File: src/rtl/apb_master.sv
// apb_master: single-outstanding APB3 initiator driven by a valid/ready command stream.
// Optional ACCESS timeout abort is built when APB_MASTER_TIMEOUT_EN is defined.
module apb_master #(
  parameter int ADDRESS_WIDTH  = 32,
  parameter int BUS_WIDTH      = 4,
  parameter int TIMEOUT_CYCLES = 255
) (
  input  logic                     clk,
  input  logic                     rst,
  input  logic                     cmd_valid,
  output logic                     cmd_ready,
  input  logic [ADDRESS_WIDTH-1:0] cmd_addr,
  input  logic                     cmd_write,
  input  logic [BUS_WIDTH*8-1:0]   cmd_wdata,
  output logic                     rsp_valid,
  input  logic                     rsp_ready,
  output logic [BUS_WIDTH*8-1:0]   rsp_rdata,
  output logic                     rsp_error,
  output logic [ADDRESS_WIDTH-1:0] m_apb_paddr,
  output logic                     m_apb_psel,
  output logic                     m_apb_penable,
  input  logic                     m_apb_pready,
  output logic                     m_apb_pwrite,
  output logic [BUS_WIDTH*8-1:0]   m_apb_pwdata,
  input  logic [BUS_WIDTH*8-1:0]   m_apb_prdata,
  input  logic                     m_apb_pslverror
);
  localparam int DW = BUS_WIDTH * 8;
  localparam logic [ADDRESS_WIDTH-1:0] ADDR_MASK = ~ADDRESS_WIDTH'(BUS_WIDTH - 1);
  typedef enum logic [1:0] {IDLE, SETUP, ACCESS, RESP} state_t;
  state_t                   state_q, state_d;
  logic [ADDRESS_WIDTH-1:0] paddr_q, paddr_d;
  logic                     pwrite_q, pwrite_d;
  logic [DW-1:0]            pwdata_q, pwdata_d;
  logic [DW-1:0]            rdata_q, rdata_d;
  logic                     err_q, err_d;
`ifdef APB_MASTER_TIMEOUT_EN
  localparam logic [15:0] CNT_LAST = 16'(TIMEOUT_CYCLES - 1);
  logic [15:0]              cnt_q, cnt_d;
`endif
  always_ff @(posedge clk) begin
    if (rst) begin
      state_q  <= IDLE;
      paddr_q  <= '0;
      pwrite_q <= 1'b0;
      pwdata_q <= '0;
      rdata_q  <= '0;
      err_q    <= 1'b0;
`ifdef APB_MASTER_TIMEOUT_EN
      cnt_q    <= '0;
`endif
    end else begin
      state_q  <= state_d;
      paddr_q  <= paddr_d;
      pwrite_q <= pwrite_d;
      pwdata_q <= pwdata_d;
      rdata_q  <= rdata_d;
      err_q    <= err_d;
`ifdef APB_MASTER_TIMEOUT_EN
      cnt_q    <= cnt_d;
`endif
    end
  end
  always_comb begin
    state_d  = state_q;
    paddr_d  = paddr_q;
    pwrite_d = pwrite_q;
    pwdata_d = pwdata_q;
    rdata_d  = rdata_q;
    err_d    = err_q;
`ifdef APB_MASTER_TIMEOUT_EN
    cnt_d    = cnt_q;
`endif
    case (state_q)
      IDLE: if (cmd_valid) begin
        state_d  = SETUP;
        paddr_d  = cmd_addr & ADDR_MASK;
        pwrite_d = cmd_write;
        pwdata_d = cmd_wdata;
      end
      SETUP: begin
        state_d = ACCESS;
`ifdef APB_MASTER_TIMEOUT_EN
        cnt_d   = '0;
`endif
      end
      ACCESS: if (m_apb_pready) begin
        state_d = RESP;
        rdata_d = pwrite_q ? '0 : m_apb_prdata;
        err_d   = m_apb_pslverror;
      end
`ifdef APB_MASTER_TIMEOUT_EN
      else if (cnt_q == CNT_LAST) begin
        state_d = RESP;
        rdata_d = '0;
        err_d   = 1'b1;
      end else cnt_d = cnt_q + 16'd1;
`endif
      RESP: state_d = rsp_ready ? IDLE : RESP;
      default: state_d = IDLE;
    endcase
  end
  // cmd_ready is gated by rst so it reads 0 throughout reset, even once IDLE is reached
  always_comb begin
    cmd_ready     = state_q == IDLE && !rst;
    m_apb_psel    = state_q == SETUP || state_q == ACCESS;
    m_apb_penable = state_q == ACCESS;
    rsp_valid     = state_q == RESP;
  end
  assign m_apb_paddr  = paddr_q;
  assign m_apb_pwrite = pwrite_q;
  assign m_apb_pwdata = pwdata_q;
  assign rsp_rdata    = rdata_q;
  assign rsp_error    = err_q;
endmodule

File: config.mk
export PLATFORM = sky130hd
export DESIGN_NAME = apb_master
export DESIGN_NICKNAME = d
export VERILOG_FILES = /design/src/rtl/apb_master.sv
export SDC_FILE = /design/constraint.sdc
export NUM_CORES = 1
export LEC_CHECK = 0
export BUFFER_PORTS_ARGS = -buffer_cell sky130_fd_sc_hd__buf_2
export CAP_MARGIN = 20
export CORE_AREA = 2 2 92 94
export CTS_CLUSTER_DIAMETER = 200
export DETAILED_ROUTE_END_ITERATION = 8
export DIE_AREA = 0 0 94 96
export PLACE_DENSITY = 0.86
export SYNTH_ARGS = -nofsm -noshare
export SYNTH_HDL_FRONTEND = slang
export SYNTH_SLANG_ARGS = --single-unit
export TNS_END_PERCENT = 10
File: constraint.sdc
create_clock -name clk -period 2.3 [get_ports clk]
set_input_delay 0.115 -clock clk [delete_from_list [all_inputs] [get_ports clk]]
set_output_delay 0.115 -clock clk [all_outputs]
set_load 0.005 [all_outputs]
### Word level (Yosys, flattened, before mapping)

Index checks and enable logic that the tools add are counted.

| operators by class | value |
|---|---|
| equality and inequality tests | 5 |
| muxes and demuxes | 5 |
| reductions and logical operators | 7 |

Operators by type and width:

| kind | count |
|---|---|
| $mux W32 | 1 |
| $pmux W2 S4 | 1 |
| $mux W2 | 3 |
| $reduce_and A2 Y1 | 3 |
| $eq A2 B2 Y1 const B | 2 |
| $eq A2 B1 Y1 const B | 1 |
| $logic_not A2 Y1 | 1 |
| $ne A2 B1 Y1 const B | 1 |
| $ne A2 B2 Y1 const B | 1 |
| $logic_and A1 B1 Y1 | 1 |
| $logic_not A1 Y1 | 1 |
| $logic_or A1 B1 Y1 | 1 |

| storage, ports and cells | value |
|---|---|
| register bits | 98 |
| input port bits | 103 |
| output and inout port bits | 102 |
| logic and storage cells | 23 |

### Logic depth before layout (Yosys ltp)

| depth | value |
|---|---|
| word-level depth | 3 |
| gate-level depth with buffers | 7 |
| depth with buffers taken out | 5 |

### Worst setup path after synthesis

Ideal clock, no wire load.

| path | value |
|---|---|
| path type | register -> register |
| start | reg state_q[1] |
| end | reg paddr_q[10], in the netlist m_apb_paddr[10] |
| library setup time | 132 ps |
| data arrival time | 1,185 ps |
| data required time | 2,168 ps |
| slack | 982 ps |
| cell stages (with the launch flop) | 8 |
| path buffers | 2 |
| period minus slack after synthesis | 1,318 ps |
| cells stage by stage | dfxtp_1 > inv_1 > ha_1 > and2_1 > buf_4 > buf_6 > nand2_1 > a21oi_1 |

| on the way | value |
|---|---|
| word-level cells in the longest chain between the ends | 2 |

RTL lines:

| element | RTL line | source |
|---|---|---|
| from (decl) | 31 | `state_t state_q, state_d;` |
| from (signal assigned) | 53 | `state_q <= state_d;` |
| $logic_not A2 Y1 | 74 | `case (state_q)` |
| $reduce_and A2 Y1 (no source line) | -- |  |
| to (signal assigned) | 54 | `paddr_q <= paddr_d;` |
| to (decl) | 32 | `logic [ADDRESS_WIDTH-1:0] paddr_q, paddr_d;` |

Every way passes these cells.
A chain may end at the register's enable or synchronous reset.

### Final worst setup path

| path | value |
|---|---|
| start | reg state_q[1] |
| end | reg paddr_q[20], in the netlist m_apb_paddr[20] |

Same word-level chain as after synthesis.

==> metrics.txt <==
CP top delay family simple AND/OR/NAND/NOR gates; largest net degree at the start of global routing 54; # diodes 0; die area 9024 sq um; startpoint types flop; IO Port Bufs 200; crit path DAT 1.97 ns; Clock Pin Slew Worst Setup and Hold Paths 0.09 ns; Power Internal 2.802 mW; clock sink count 98; Slowest cell on crit path dfxtp_1; Post-Synthesis Cells 448; fmax 584.4 MHz; WL/cell 14.28 um; Synth cell types 22; pins over their slew limit 0; Setup Fix Bufs, Post-CTS 0; global-route wire length before repair 17090 um; Setup crit end kind flop; final setup violation count 0; synth top area cells dfxtp_1, nand2_1, a21oi_1; Largest stage delay, worst path 0.37 ns; Period minus WS final 1.711 ns; Worst-Skew Late Latency 0.35 ns; Die Span X 94 um; core area 8051 sq um; worst slew pin tran 0.8623 ns; I/O pin cnt 205; layout cells sized above 1 33.63%; via count 4005; Hold Path Class input port to flop; initial antenna violation count 0; Psw 1.271 mW; die height 96 um; WL final 11270 um; CTS resizes 0; relative slew slack 42.43%; Sw Share 31.21%; Crit Path Class flop to flop; WP buf/inv 2; clock root buffer clkbuf_8; TNS Setup 0 ns; Post-DP HPWL 6914 um; P per Cell Area 749.4 nW/um^2; register area share after synthesis 52.35%; GPL Wtd Cong 0.7612; power share of the clock group 25.5%; initial detailed-routing violation count 163; DRT Pass-1 Iters 4; cell leakage power 2.490 nW; Worst Path Required 2.56 ns; Post-Syn Area 3747 sq um; Syn. warnings 0; cell taking the most area after synthesis dfxtp_1; H-tree depth 3; outcome finished, final reports clean; Max Cap Viol 0; post-synthesis average cell area 8.365 sq um; row count 33; cts hold-fix bufs 52; fin nets 787; clock buffer depth 2; crit-path max FO 49; post-route ant nets 0; Seq pwr share 48.8%; Area Overhead vs Synth 45.04%; CTS tree done; Comb power frac 25.7%; GR Overflow Total 0; crit-path cells inv_1 > ha_1 > and2_2 > buf_12 > nand2_1 > a21oi_1; RSZ-0062 raised after global routing false; Max Clock Skew 0.01315 ns; Hold Violations, Final 0; period utilization 74.40%; Total Power 4.073 mW; DRC Markers 0; number of CTS-inserted buffers 9; share of the synthesized area in the top cell type 52.35%; gr usage total 23.86%; vias per inst 5.076; Yosys reg bits 98; number of global-route vias before repair 3846; starting density of the core 46.54%; VDD IR-drop max 436.4 uV
## cells by family after synthesis
kind of cell             after synthesis  synth area share [%]
flip-flops                            98                 52.35
buffers and inverters                 43                 6.711
adder cells (fa/ha/maj)                5                 1.669
AO/OA/AOI/OAI                         99                 13.62
other                                  1                0.1001
AND/OR/NAND/NOR                      202                 25.54
## cell usage in the layout (no fill, tap or decap), types with 2 or more instances in the layout
cell type      netlist  routed
clkbuf_8             0      11
nand2b_1             2       2
dfxtp_1             98      98
buf_12               0       2
nand4b_1            32      32
conb_1               1       2
dlygate4sd3_1        0      52
a21oi_1             97      97
inv_1                3       3
nand3_1              2       2
buf_4                4       5
nand2_1            160     159
buf_2               18     200
nand2_2              1       2
clkinv_4             0       3
ha_1                 5       5
## sequential cells by signal, indices dropped and copies added, names as in the netlist
name	flops
rsp_rdata	32
m_apb_pwrite	1
state_q	2
rsp_error	1
m_apb_pwdata	32
m_apb_paddr	30
## area by class of cell
| cell class | instances | area, sq um |
|---|---|---|
| fillers | 634 | 2616 |
| flip-flops and latches | 98 | 1962 |
| repair buffers | 259 | 1599 |
| multi-input cells | 308 | 1541 |
| clock buffers | 11 | 151.4 |
| well taps | 105 | 131.4 |
| clock inverters | 5 | 38.79 |
| inverters | 3 | 11.26 |
## metrics by stage
stage	std cells	utilization, %	setup WS (ns)	instance area (sq um)	hold slack [ns]
floorplan	449	-	0.9824	3751	0.2510
global placement	721	58.68	0.7173	4725	0.3551
detailed placement	721	58.68	0.6164	4725	0.3606
CTS	789	67.51	0.6030	5435	0.0004411
global route	789	67.51	0.4570	5435	0.005788
finish	789	67.51	0.5888	5435	0.01109
## power groups by stage
stage                     clock, mW  combinational, mW  sequential, mW
after global routing           1.13               1.16            2.01
final                          1.04               1.05            1.99
after global placement            0              0.927            2.01
after CTS                      1.06               1.03            1.98
after detailed placement          0              0.960            2.02
after floorplan                   0              0.609            2.02
## synth_stat cells
cell type  number
a211oi_2        1
a21oi_1        97
and2_1          1
and4b_4         1
buf_1           3
buf_2          18
buf_4           4
buf_6           7
clkbuf_1        8
conb_1          1
dfxtp_1        98
ha_1            5
inv_1           3
nand2_1       160
nand2_2         1
nand2b_1        2
nand2b_4        1
nand3_1         2
nand4b_1       32
nor2b_1         1
nor3b_1         1
o31ai_2         1
## per-layer routing
metal,global-route usage [%],up-vias,routed length [um]
met4,10.39,0,293
met3,6.656,24,1052
met1,26.49,1824,4364
met2,42.80,215,5555
met5,0,-,0
li1,-,1942,-
## worst paths after layout
kind / startpoint / to / slack (ns) / cells past startpoint
setup / recovery: state_q[1] / m_apb_paddr[20] / 0.59 / 6
hold / removal: cmd_wdata[31] / m_apb_pwdata[31] / 0.01 / 3
setup reg to reg: state_q[1] / m_apb_paddr[20] / 0.59 / 6
hold reg to reg: rsp_rdata[27] / rsp_rdata[27] / 0.45 / 2
## worst reg2reg max path, delay by kind of cell (launching register included)
kind                     cells  cell delay [ns]
buffers and inverters        2             0.40
flip-flops                   1             0.37
AO/OA/AOI/OAI                1             0.17
AND/OR/NAND/NOR              2             0.47
adder cells (fa/ha/maj)      1             0.23
(Power assumes the default switching activity.)
